## config.mk

```make
export PLATFORM = sky130hd
export DESIGN_NAME = ex_mem_wb_backend
export DESIGN_NICKNAME = d
export VERILOG_FILES = /design/src/rtl/ex_mem_wb_backend.sv
export SDC_FILE = /design/constraint.sdc
export NUM_CORES = 1
export LEC_CHECK = 0
export BUFFER_PORTS_ARGS = -buffer_cell sky130_fd_sc_hd__buf_2
export CAP_MARGIN = 40
export CORE_ASPECT_RATIO = 1.5
export CORE_MARGIN = 8
export CORE_UTILIZATION = 37
export DETAILED_ROUTE_END_ITERATION = 10
export SLEW_MARGIN = 5
export SYNTH_ARGS = -nofsm -noshare
export SYNTH_HDL_FRONTEND = slang
export SYNTH_SLANG_ARGS = --single-unit
```

## constraint.sdc

```tcl
create_clock -name clk_i -period 2.2 [get_ports clk_i]
set_clock_uncertainty 0.05 [all_clocks]
set_input_delay 0.22 -clock clk_i [delete_from_list [all_inputs] [get_ports clk_i]]
set_output_delay 0.22 -clock clk_i [all_outputs]
set_load 0.01 [all_outputs]
```

## src/rtl/ex_mem_wb_backend.sv

```systemverilog
// Back end of the 5-stage pipeline: EX/MEM register, combinational MEM stage
// (data RAM load/store and result select) and MEM/WB register.
module ex_mem_wb_backend (
  input  logic        clk_i,
  input  logic        rst_i,
  input  logic        stall_i,
  input  logic        flush_i,
  input  logic [4:0]  ex_wd_i,
  input  logic        ex_wreg_i,
  input  logic [31:0] ex_wdata_i,
  input  logic [2:0]  ex_memop_i,
  input  logic [31:0] ex_maddr_i,
  input  logic [31:0] ex_sdata_i,
  input  logic [31:0] ram_rdata_i,
  output logic [31:0] ram_addr_o,
  output logic [31:0] ram_wdata_o,
  output logic [3:0]  ram_sel_o,
  output logic        ram_we_o,
  output logic        ram_ce_o,
  output logic [4:0]  mem_wd_o,
  output logic        mem_wreg_o,
  output logic [31:0] mem_wdata_o,
  output logic [4:0]  wb_wd_o,
  output logic        wb_wreg_o,
  output logic [31:0] wb_wdata_o
);

  localparam logic [2:0] OP_LW  = 3'd1;
  localparam logic [2:0] OP_LB  = 3'd2;
  localparam logic [2:0] OP_LBU = 3'd3;
  localparam logic [2:0] OP_SW  = 3'd4;
  localparam logic [2:0] OP_SB  = 3'd5;

  function automatic logic [31:0] load_byte(input logic [31:0] word,
                                            input logic [1:0]  off,
                                            input logic        sext);
    logic [7:0] b;
    b = word[{off, 3'b000} +: 8];
    load_byte = sext ? {{24{b[7]}}, b} : {24'h000000, b};
  endfunction

  logic [4:0]  wd_p1_q, wd_p1_d;
  logic        wreg_p1_q, wreg_p1_d;
  logic [31:0] wdata_p1_q, wdata_p1_d;
  logic [2:0]  memop_p1_q, memop_p1_d;
  logic [31:0] maddr_p1_q, maddr_p1_d;
  logic [31:0] sdata_p1_q, sdata_p1_d;
  logic [4:0]  wd_p2_q, wd_p2_d;
  logic        wreg_p2_q, wreg_p2_d;
  logic [31:0] wdata_p2_q, wdata_p2_d;
  logic [3:0]  byte_oh;

  // EX -> EX/MEM and MEM -> MEM/WB next-state; flush takes priority over stall
  always_comb begin
    wd_p1_d    = wd_p1_q;
    wreg_p1_d  = wreg_p1_q;
    wdata_p1_d = wdata_p1_q;
    memop_p1_d = memop_p1_q;
    maddr_p1_d = maddr_p1_q;
    sdata_p1_d = sdata_p1_q;
    wd_p2_d    = wd_p2_q;
    wreg_p2_d  = wreg_p2_q;
    wdata_p2_d = wdata_p2_q;
    if (flush_i) begin
      wd_p1_d    = '0;
      wreg_p1_d  = 1'b0;
      wdata_p1_d = '0;
      memop_p1_d = '0;
      maddr_p1_d = '0;
      sdata_p1_d = '0;
      wd_p2_d    = '0;
      wreg_p2_d  = 1'b0;
      wdata_p2_d = '0;
    end else if (!stall_i) begin
      wd_p1_d    = ex_wd_i;
      wreg_p1_d  = ex_wreg_i;
      wdata_p1_d = ex_wdata_i;
      memop_p1_d = ex_memop_i;
      maddr_p1_d = ex_maddr_i;
      sdata_p1_d = ex_sdata_i;
      wd_p2_d    = mem_wd_o;
      wreg_p2_d  = mem_wreg_o;
      wdata_p2_d = mem_wdata_o;
    end
  end

  always_ff @(posedge clk_i or negedge rst_i) begin
    if (!rst_i) begin
      wd_p1_q    <= '0;
      wreg_p1_q  <= 1'b0;
      wdata_p1_q <= '0;
      memop_p1_q <= '0;
      maddr_p1_q <= '0;
      sdata_p1_q <= '0;
      wd_p2_q    <= '0;
      wreg_p2_q  <= 1'b0;
      wdata_p2_q <= '0;
    end else begin
      wd_p1_q    <= wd_p1_d;
      wreg_p1_q  <= wreg_p1_d;
      wdata_p1_q <= wdata_p1_d;
      memop_p1_q <= memop_p1_d;
      maddr_p1_q <= maddr_p1_d;
      sdata_p1_q <= sdata_p1_d;
      wd_p2_q    <= wd_p2_d;
      wreg_p2_q  <= wreg_p2_d;
      wdata_p2_q <= wdata_p2_d;
    end
  end

  // MEM stage (combinational from EX/MEM)
  assign byte_oh    = 4'b0001 << maddr_p1_q[1:0];
  assign ram_addr_o = {maddr_p1_q[31:2], 2'b00};

  always_comb begin
    mem_wd_o    = wd_p1_q;
    mem_wreg_o  = wreg_p1_q;
    mem_wdata_o = wdata_p1_q;
    ram_ce_o    = 1'b0;
    ram_we_o    = 1'b0;
    ram_sel_o   = 4'b0000;
    ram_wdata_o = '0;
    case (memop_p1_q)
      OP_LW: begin
        ram_ce_o    = 1'b1;
        ram_sel_o   = 4'b1111;
        mem_wdata_o = ram_rdata_i;
      end
      OP_LB, OP_LBU: begin
        ram_ce_o    = 1'b1;
        ram_sel_o   = byte_oh;
        mem_wdata_o = load_byte(ram_rdata_i, maddr_p1_q[1:0], memop_p1_q == OP_LB);
      end
      OP_SW: begin
        ram_ce_o    = 1'b1;
        ram_we_o    = 1'b1;
        ram_sel_o   = 4'b1111;
        ram_wdata_o = sdata_p1_q;
        mem_wreg_o  = 1'b0;
      end
      OP_SB: begin
        ram_ce_o    = 1'b1;
        ram_we_o    = 1'b1;
        ram_sel_o   = byte_oh;
        ram_wdata_o = {4{sdata_p1_q[7:0]}};
        mem_wreg_o  = 1'b0;
      end
      default: ;
    endcase
  end

  // MEM/WB outputs
  assign wb_wd_o    = wd_p2_q;
  assign wb_wreg_o  = wreg_p2_q;
  assign wb_wdata_o = wdata_p2_q;

endmodule

```

==> results.yml, run 1 <==
job:
  cap_violations: 0
timing:
  setup_ws_ns: -0.160
  final_max_slew_viol_count: 0
  rsz0062_at_grt: "true"
  fmax_mhz: 424
  timing.slew.headroom_pct: 61.9
  hold_viol: 0
  setup_viol: 29
  tightest_slew_ns: 0.572
  period_share_pct: 107
  min_period_ns: 2.36
die:
  fp.dieH_um: 192
  core_area_um2: 20300
  fp.dieW_um: 133
  rows: 64
  start_util_pct: 37.6
  io_pins: 287
  fp.dieArea_um2: 25500
worst_setup_path:
  crit_fanout: 24
  startpoint: "maddr_p1_q[0]"
  cpPeakStageDelay_ns: 0.51
  start_kind: "flip-flop"
  critPathCaptureType: "primary output"
  cp_data_arrival_time_ns: 2.09
  rr_startpoint: "maddr_p1_q[0]"
  critical_path_class: "flip-flop to primary output"
  cp.required_ns: 1.93
  path_cells: "mux4_2, and3_4, a211o_1, buf_6"
  crit_path_top_delay_cell: "mux4_2"
cells_and_area:
  fin_util_pct: 54.2
  multi_input_comb_area_um2: 3440
  final_net_count: 1261
  drive_gt1_share_pct: 32.0
  finish.instance_area_um2: 11000
  areaGrowthSynthToFinish_pct: 44.2
  fillers: 1833
  ff_latch_area_um2: 3580
route:
  wl_um: 26400
  drt-met1-wl_um: 10100
  wl_per_cell_um: 18.9
  via_per_inst: 4.92
  routed.top_layer: "met5"
  vias: 6879
  ant_nets: 0
  first_pass_iters: 4
  wl_met2_um: 13900
  drt_iter0_markers: 410
  wl_met3_um: 1540
  route.detailed.drc: 0
clock_tree:
  h-tree-depth: 4
  cts_buffers: 17
  clock_path_buffers: 2
  cts_sinks: 143
  tritoncts: "yes"
  clock_latency_ns: 0.42
  cts-root-buf: "clkbuf_16"
  clk_pin_slew_worst_paths_ns: 0.06
synth:
  synth_ff_type: "dfrtp_1"
  yosys_register_bits: 143
  netlist_instances: 782
  ys_top_cells_by_count: "143 x dfrtp_1, 117 x mux2i_1, 111 x nor2_1"
  ys_types: 29
  ys_seq_area_share_pct: 47.0
  yosysMostFrequentCell: "dfrtp_1"
  ys_top_cells_by_area: "dfrtp_1 47%, mux2i_1 15%, a21oi_1 6.0%"
  syn_area_per_cell_um2: 9.73
  synth_edf_count: 0
  synth_top_area_cell: "dfrtp_1"
  ys_warn_count: 0
  synth_top_area_share_pct: 47.0
  synth.cell_area_um2: 7610
  async_flop_share_pct: 100
global_route:
  grt_pass1_wl_um: 41300
  antenna_found_initial: 3
  grt_pass1_vias: 7491
  grt_max_degree: 75
  grt_use_total_pct: 20.6
  overflow: 0
power:
  peakVddDrop_uv: 423
  p_leak_nw: 5.75
  fin_total_pwr_w: 0.00741
  powerDensity_nw_per_um2: 675
placed_design:
  hpwl_um: 18700
  place.gp.congestion: 0.813
  io_buffers: 284
  placed_area_um2: 9170
hold_path:
  min_from: "ex_wdata_i[24]"
  hold_path.class: "input port to flip-flop"
outcome:
  violations: "negative setup slack"
  status: "finished, violations left"
[layout make-up]
class / instances / area share [%]
Tap cell: 264 / 3.01
Timing Repair Buffer: 418 / 26.2
Inverter: 33 / 1.13
Clock inverter: 9 / 1.20
Multi-Input combinational cell: 507 / 31.4
Antenna cell: 2 / 0.0456
Sequential cell: 143 / 32.6
Clock buffer: 23 / 4.45
[layout by cell type (no fill, tap or decap), types with 2 or more instances in the layout]
master,count
clkinvlp_4,3
nand2_1,12
dlygate4sd3_1,101
a221o_1,7
inv_1,32
diode_2,2
clkbuf_16,17
o21a_1,31
bufinv_16,3
and2_1,9
a211oi_2,2
dfrtp_2,2
buf_12,9
clkbuf_8,5
a211o_1,24
a21o_1,4
clkinv_2,2
conb_1,2
a221oi_1,2
buf_4,23
nor2_1,111
nand3b_1,25
nand2b_1,53
dfrtp_1,141
a21oi_1,91
nand2b_2,2
buf_2,272
a211oi_1,5
clkbuf_1,2
a221oi_2,3
mux2i_1,117
buf_6,12
[flip-flops by register name, summed over array words and instances, names as in the netlist]
name,flops
maddr_p1_q,32
sdata_p1_q,32
wb_wdata_o,32
wdata_p1_q,32
mem_wd_o,5
wb_wd_o,5
memop_p1_q,3
wb_wreg_o,1
wreg_p1_q,1
[power by group]
group | internal, W | total [W] | switching [W]
Clock | 0.00190 | 0.00305 | 0.00115
Combinational | 0.000716 | 0.00147 | 0.000755
Sequential | 0.00279 | 0.00289 | 0.000101
[cell families (layout without fill, tap and decap cells)]
family / after synthesis / in the layout / share of synthesized area [%]
AND/OR/NAND/NOR: 216 / 216 / 14.1
AO/OA/AOI/OAI: 171 / 171 / 14.6
flip-flops: 143 / 143 / 47.0
buffers and inverters: 133 / 483 / 8.60
multiplexers: 118 / 118 / 15.7
other: 1 / 4 / 0.0493
[metal layers]
layer / vias to the layer above / global-route usage, %
met1: 3284 / 22.0
met5: - / 0
met3: 48 / 6.15
met4: 2 / 9.62
li1: 3313 / -
met2: 232 / 36.8
[final timing paths]
check / end / slack (ns) / cells after the start
setup / recovery: mem_wdata_o[24] / -0.16 / 4
hold reg to reg: maddr_p1_q[19] / 0.47 / 2
min in group asynchronous: wb_wdata_o[5] / 0.27 / 2
max in group asynchronous: maddr_p1_q[2] / 1.17 / 3
hold / removal: wdata_p1_q[24] / 0.03 / 3
setup reg to reg: wb_wdata_o[27] / 0.33 / 4
[critical path: cells and delay by family (launching register included)]
kind	cells	cell delay (ns)
buf+inv	1	0.13
flops	1	0.36
compound gates	1	0.34
simple gates	1	0.30
mux	1	0.51
[stage by stage]
step                      hold slack (ns)  instances  TNS (ns)  worst slack [ns]
after global placement              0.179       1258         0             0.207
after global routing               0.0232       1399     -6.68            -0.255
after CTS                         0.00319       1396     -4.66            -0.190
final                              0.0304       1399     -3.59            -0.160
after detailed placement            0.175       1258         0             0.202
after floorplan                    -0.126        783         0             0.282
[what timing repair did]
item / 4_1_cts / 5_1_grt
setup buffers: 7 / 1
setup endpoints to repair: 38 / 42
hold buffers: 101 / 0
hold endpoints to repair: 150 / 0
gates resized for setup: 14 / 9
pin swaps: 6 / 1
Note: power is estimated with default switching activity, not from simulation.
==> inputs of run 2 (changes only) <==
==> constraint.sdc (replaced) <==
create_clock -name clk_i -period 2.2 [get_ports clk_i]
set_clock_uncertainty 0.05 [all_clocks]
set_input_delay 0.11 -clock clk_i [delete_from_list [all_inputs] [get_ports clk_i]]
set_output_delay 0.11 -clock clk_i [all_outputs]
set_load 0.01 [all_outputs]
==> results.yml, run 2 (synthesis results as in run 1) <==
die:
  start_util_pct: 37.6
  io_pins: 287
  fp.dieH_um: 192
  rows: 64
  fp.dieW_um: 133
  fp.dieArea_um2: 25500
  core_area_um2: 20300
clock_tree:
  cts_buffers: 17
  h-tree-depth: 4
  cts-root-buf: "clkbuf_16"
  clock_path_buffers: 2
  tritoncts: "yes"
  clock_latency_ns: 0.42
  cts_sinks: 143
  clk_pin_slew_worst_paths_ns: 0.06
timing:
  min_period_ns: 2.26
  setup_ws_ns: -0.0588
  period_share_pct: 103
  setup_viol: 24
  timing.slew.headroom_pct: 49.3
  rsz0062_at_grt: "true"
  final_max_slew_viol_count: 0
  tightest_slew_ns: 0.754
  hold_viol: 0
  fmax_mhz: 443
  setup_tns_ns: -0.655
cells_and_area:
  fin_util_pct: 54.8
  layout_commonest_cell: "buf_2"
  fillers: 1817
  antennaDiodeCount: 0
  layout_common_cells: "268 x buf_2, 141 x dfrtp_1, 117 x mux2i_1"
  final_net_count: 1271
  ff_latch_area_um2: 3580
  stdcell_count: 1406
  drive_gt1_share_pct: 31.1
  areaGrowthSynthToFinish_pct: 45.9
  multi_input_comb_area_um2: 3390
worst_setup_path:
  cp_data_arrival_time_ns: 2.10
  rr_startpoint: "maddr_p1_q[0]"
  reg2reg_depth: 7
  critPathCaptureType: "primary output"
  cp.required_ns: 2.04
  start_kind: "flip-flop"
  critical_path_class: "flip-flop to primary output"
  rr_endpoint: "wb_wdata_o[8]"
  reg2reg_setup_slack_ns: 0.13
  crit_fanout: 21
placed_design:
  place.gp.congestion: 0.862
  dpl.cell_count: 1257
  hpwl_um: 18600
  post-place-ws_ns: 0.271
  io_buffers: 284
global_route:
  antenna_found_initial: 0
  overflow: 0
  grt_pass1_vias: 7440
  grt_use_total_pct: 20.4
  grt_max_degree: 144
  grt_pass1_wl_um: 40900
power:
  peakVddDrop_uv: 456
  p_leak_nw: 5.82
  fin_total_pwr_w: 0.00769
  powerDensity_nw_per_um2: 692
outcome:
  violations: "negative setup slack"
  status: "finished, violations left"
job:
  cap_violations: 0
route:
  drt_iter0_markers: 420
  first_pass_iters: 5
  via_per_inst: 4.94
  route.detailed.drc: 0
  vias: 6952
  wl_um: 26500
  wl_per_cell_um: 18.8
  ant_nets: 0
hold_path:
  min_path_cells: 3
  worstHoldEndpoint: "wb_wdata_o[5]"
  min_from: "ram_rdata_i[5]"
  hold_path.class: "input port to flip-flop"
[run 2: cell types whose count changed in the layout (fill, tap and decap cells not counted), sizes merged]
| cell | change |
|---|---|
| buf | +2 |
| bufinv | +3 |
| clkbuf | -3 |
| clkinv | +1 |
| clkinvlp | -2 |
| diode | -2 |
| dlygate4sd3 | +8 |
[run 2: how the worst max path moves through the flow]
stage | from | end | slack [ns] | cells past startpoint
floorplan | maddr_p1_q[0] | wb_wdata_o[11] | 0.28 | 6
global placement | maddr_p1_q[0] | wb_wdata_o[9] | 0.30 | 5
detailed placement | maddr_p1_q[0] | wb_wdata_o[9] | 0.27 | 5
CTS | maddr_p1_q[0] | mem_wdata_o[16] | -0.07 | 5
global route | maddr_p1_q[0] | mem_wdata_o[22] | -0.15 | 5
finish | maddr_p1_q[0] | mem_wdata_o[22] | -0.06 | 5
[run 2: critical path: stages (launching register included)]
cell	delay, ns
dfrtp_1	0.36
mux4_2	0.52
and3_4	0.20
buf_12	0.15
a211o_1	0.28
buf_2	0.14
[run 2: layout make-up]
cell class / instances / share of cell area (%)
inverters: 33 / 1.12
clock inverters: 11 / 1.90
repair buffers: 428 / 27.1
flip-flops and latches: 143 / 32.2
well taps: 264 / 2.97
multi-input cells: 507 / 30.5
clock buffers: 20 / 4.11
[run 2: repair_timing]
action / 4_1_cts / 5_1_grt
buffers inserted: 4 / 5
pin swaps: 16 / 7
hold buffers: 109 / 0
hold endpoints to repair: 251 / 0
setup endpoints to repair: 30 / 56
resized for setup: 16 / 7
gates cloned: 0 / 0
[run 2: power breakdown]
part | leakage, nW | total (W) | switching [W] | internal (W)
Clock | 0.326 | 0.00330 | 0.00113 | 0.00218
Combinational | 3.59 | 0.00149 | 0.000756 | 0.000739
Sequential | 1.90 | 0.00289 | 0.000105 | 0.00279
Total | 5.82 | 0.00769 | 0.00199 | 0.00570
[run 2: per-layer routing]
layer / up-vias / global-route usage (%) / wire length [µm]
met5: - / 0 / 0
met4: 0 / 9.10 / 792
met3: 43 / 6.31 / 1630
met2: 218 / 36.3 / 13900
met1: 3370 / 21.8 / 10200
li1: 3321 / - / -
[run 2: metrics by stage]
stage / cell area, µm² / hold WS [ns]
floorplan: 7620 / -0.236
global placement: 9150 / -0.000254
detailed placement: 9150 / -0.00413
CTS: 11000 / 0.00321
global route: 11100 / 0.0131
finish: 11100 / 0.0244
==> inputs of run 3 (changes only) <==
Settings changed: ABC_AREA set to 1.
==> results.yml, run 3 <==
outcome:
  status: "finished, final reports clean"
worst_setup_path:
  rr_startpoint: "maddr_p1_q[0]"
  critPathCapture: "ram_wdata_o[11]"
  cpPeakStageDelay_ns: 0.44
  startpoint: "memop_p1_q[1]"
  rr_endpoint: "wb_wdata_o[31]"
  cp.required_ns: 2.04
  critical_path_class: "flip-flop to primary output"
  reg2reg_depth: 9
  path_cells: "inv_1, nand2_1, nor2_4, clkinvlp_4, o21ai_0, buf_2"
  cp_data_arrival_time_ns: 2.00
  critPathCaptureType: "primary output"
  start_kind: "flip-flop"
  reg2reg_setup_slack_ns: 0.63
  crit_path_top_delay_cell: "dfrtp_1"
  crit_fanout: 12
route:
  via_per_inst: 4.74
  first_pass_iters: 6
  drt_iter0_markers: 394
  wl_per_cell_um: 17.7
  route.detailed.drc: 0
  ant_nets: 0
  vias: 6864
  wl_um: 25600
placed_design:
  io_buffers: 284
  place.gp.congestion: 0.822
  hpwl_um: 17800
synth:
  synth_top_area_cell: "dfrtp_1"
  yosys_register_bits: 143
  synth_ff_type: "dfrtp_1"
  netlist_instances: 832
  ys_types: 20
  synth.cell_area_um2: 6870
  yosysMostFrequentCell: "nand2_1"
  async_flop_share_pct: 100
  synth_top_area_share_pct: 52.1
  synth_edf_count: 0
  syn_area_per_cell_um2: 8.26
  ys_seq_area_share_pct: 52.1
  ys_top_cells_by_count: "316 x nand2_1, 143 x dfrtp_1, 79 x inv_1"
  ys_warn_count: 0
  ys_top_cells_by_area: "dfrtp_1 52%, nand2_1 17%, a22o_1 8.0%"
timing:
  hold_viol: 0
  setup_tns_ns: 0
  rsz0062_at_grt: "true"
  final_max_slew_viol_count: 0
  timing.slew.headroom_pct: 63.0
  setup_viol: 0
  tightest_slew_ns: 0.555
  min_period_ns: 2.16
  fmax_mhz: 464
  period_share_pct: 98.0
die:
  fp.dieW_um: 127
  fp.dieH_um: 183
  fp.dieArea_um2: 23300
  io_pins: 287
  rows: 61
  core_area_um2: 18400
  start_util_pct: 37.4
cells_and_area:
  layout_common_cells: "316 x nand2_1, 283 x buf_2, 142 x dfrtp_1"
  layout_commonest_cell: "nand2_1"
  ff_latch_area_um2: 3580
  fin_util_pct: 54.7
  fillers: 1752
  multi_input_comb_area_um2: 2540
  drive_gt1_share_pct: 30.9
  areaGrowthSynthToFinish_pct: 46.3
  final_net_count: 1322
power:
  powerDensity_nw_per_um2: 703
  p_leak_nw: 5.65
  peakVddDrop_uv: 479
hold_path:
  hold_path.class: "input port to flip-flop"
job:
  cap_violations: 0
global_route:
  overflow: 0
  grt_pass1_vias: 7326
  grt_use_total_pct: 22.0
  antenna_found_initial: 2
  grt_max_degree: 54
  grt_pass1_wl_um: 40100
clock_tree:
  clock_latency_ns: 0.42
  clk_pin_slew_worst_paths_ns: 0.06
  h-tree-depth: 4
  cts_sinks: 143
  cts-root-buf: "clkbuf_16"
  clock_path_buffers: 2
  cts_buffers: 17
  tritoncts: "yes"
==> run 3: changes by cell type after synthesis, moves of 24 or more <==
cell,previous run,this run
nand2_1,12,316
mux2i_1,117,0
nor2_1,111,12
a21oi_1,91,1
o21ai_0,0,72
a22o_1,0,63
nand2b_1,55,0
inv_1,32,79
nand3_1,0,37
o21a_1,31,0
clkbuf_1,45,16
nand3b_1,25,0
a211o_1,24,0
==> run 3: timing repair <==
item	in CTS	in global routing
hold buffers	106	0
setup buffers	0	1
pin swaps	0	1
cloned	0	2
endpoints found under the hold margin	156	0
setup endpoints to repair	25	49
resized for setup	2	12
==> run 3: final cells by class <==
cell class,count,area share (%)
well taps,252,3.13
clock buffers,19,4.50
multi-input cells,527,25.2
repair inverters,2,0.124
inverters,82,3.17
repair buffers,408,26.6
flip-flops and latches,143,35.6
diodes,2,0.0498
clock inverters,12,1.58
==> run 3: critical path: cells and delay by family (launching register included) <==
family	cells	cell delay [ns]
simple gates	2	0.36
compound gates	1	0.22
flops	1	0.44
buf+inv	3	0.55
==> run 3: worst min-delay path by stage <==
stage                  from              to  slack, ns  cells past startpoint
floorplan             rst_i   maddr_p1_q[0]      -0.24                      0
global placement      rst_i  sdata_p1_q[11]       0.06                      1
detailed placement    rst_i  sdata_p1_q[11]       0.06                      1
CTS                 stall_i   wdata_p1_q[1]       0.07                      3
global route        stall_i   wdata_p1_q[1]       0.08                      3
finish              stall_i   wdata_p1_q[1]       0.09                      3
==> run 3: stage by stage <==
step,hold WS (ns),power (W),worst slack [ns],cells,area (µm²)
4_1_cts,0.0702,0.00715,0.000109,1442,10000
5_1_grt,0.0759,0.00739,-0.0804,1447,10100
6_report,0.0938,0.00707,0.0446,1447,10100
3_5_place_dp,0.0633,0.00394,0.324,1305,8330
3_3_place_gp,0.0631,0.00394,0.369,1305,8330
2_1_floorplan,-0.236,0.00346,0.870,833,6880
==> run 3: logic make-up after synthesis <==
family                 after synthesis  share of synthesized area (%)
buffers and inverters              163                           11.6
DFF                                143                           52.1
and+or+nand+nor                    388                           22.8
other                                1                         0.0546
AOI/OAI and AO/OA                  137                           13.5
==> run 3: power breakdown <==
part           switching, W  leakage, nW  internal [W]
registers         0.0000816         1.92       0.00277
clock network       0.00116        0.296       0.00185
logic              0.000685         3.44      0.000523
==> run 3: layer usage <==
metal  vias up  track usage (%)  share of wire [%]
met5         -                0                  0
met4         0             9.17                3.0
met3        46             6.48                7.1
met2       296             38.1                 52
met1      3230             24.7                 38
li1       3292                -                  -
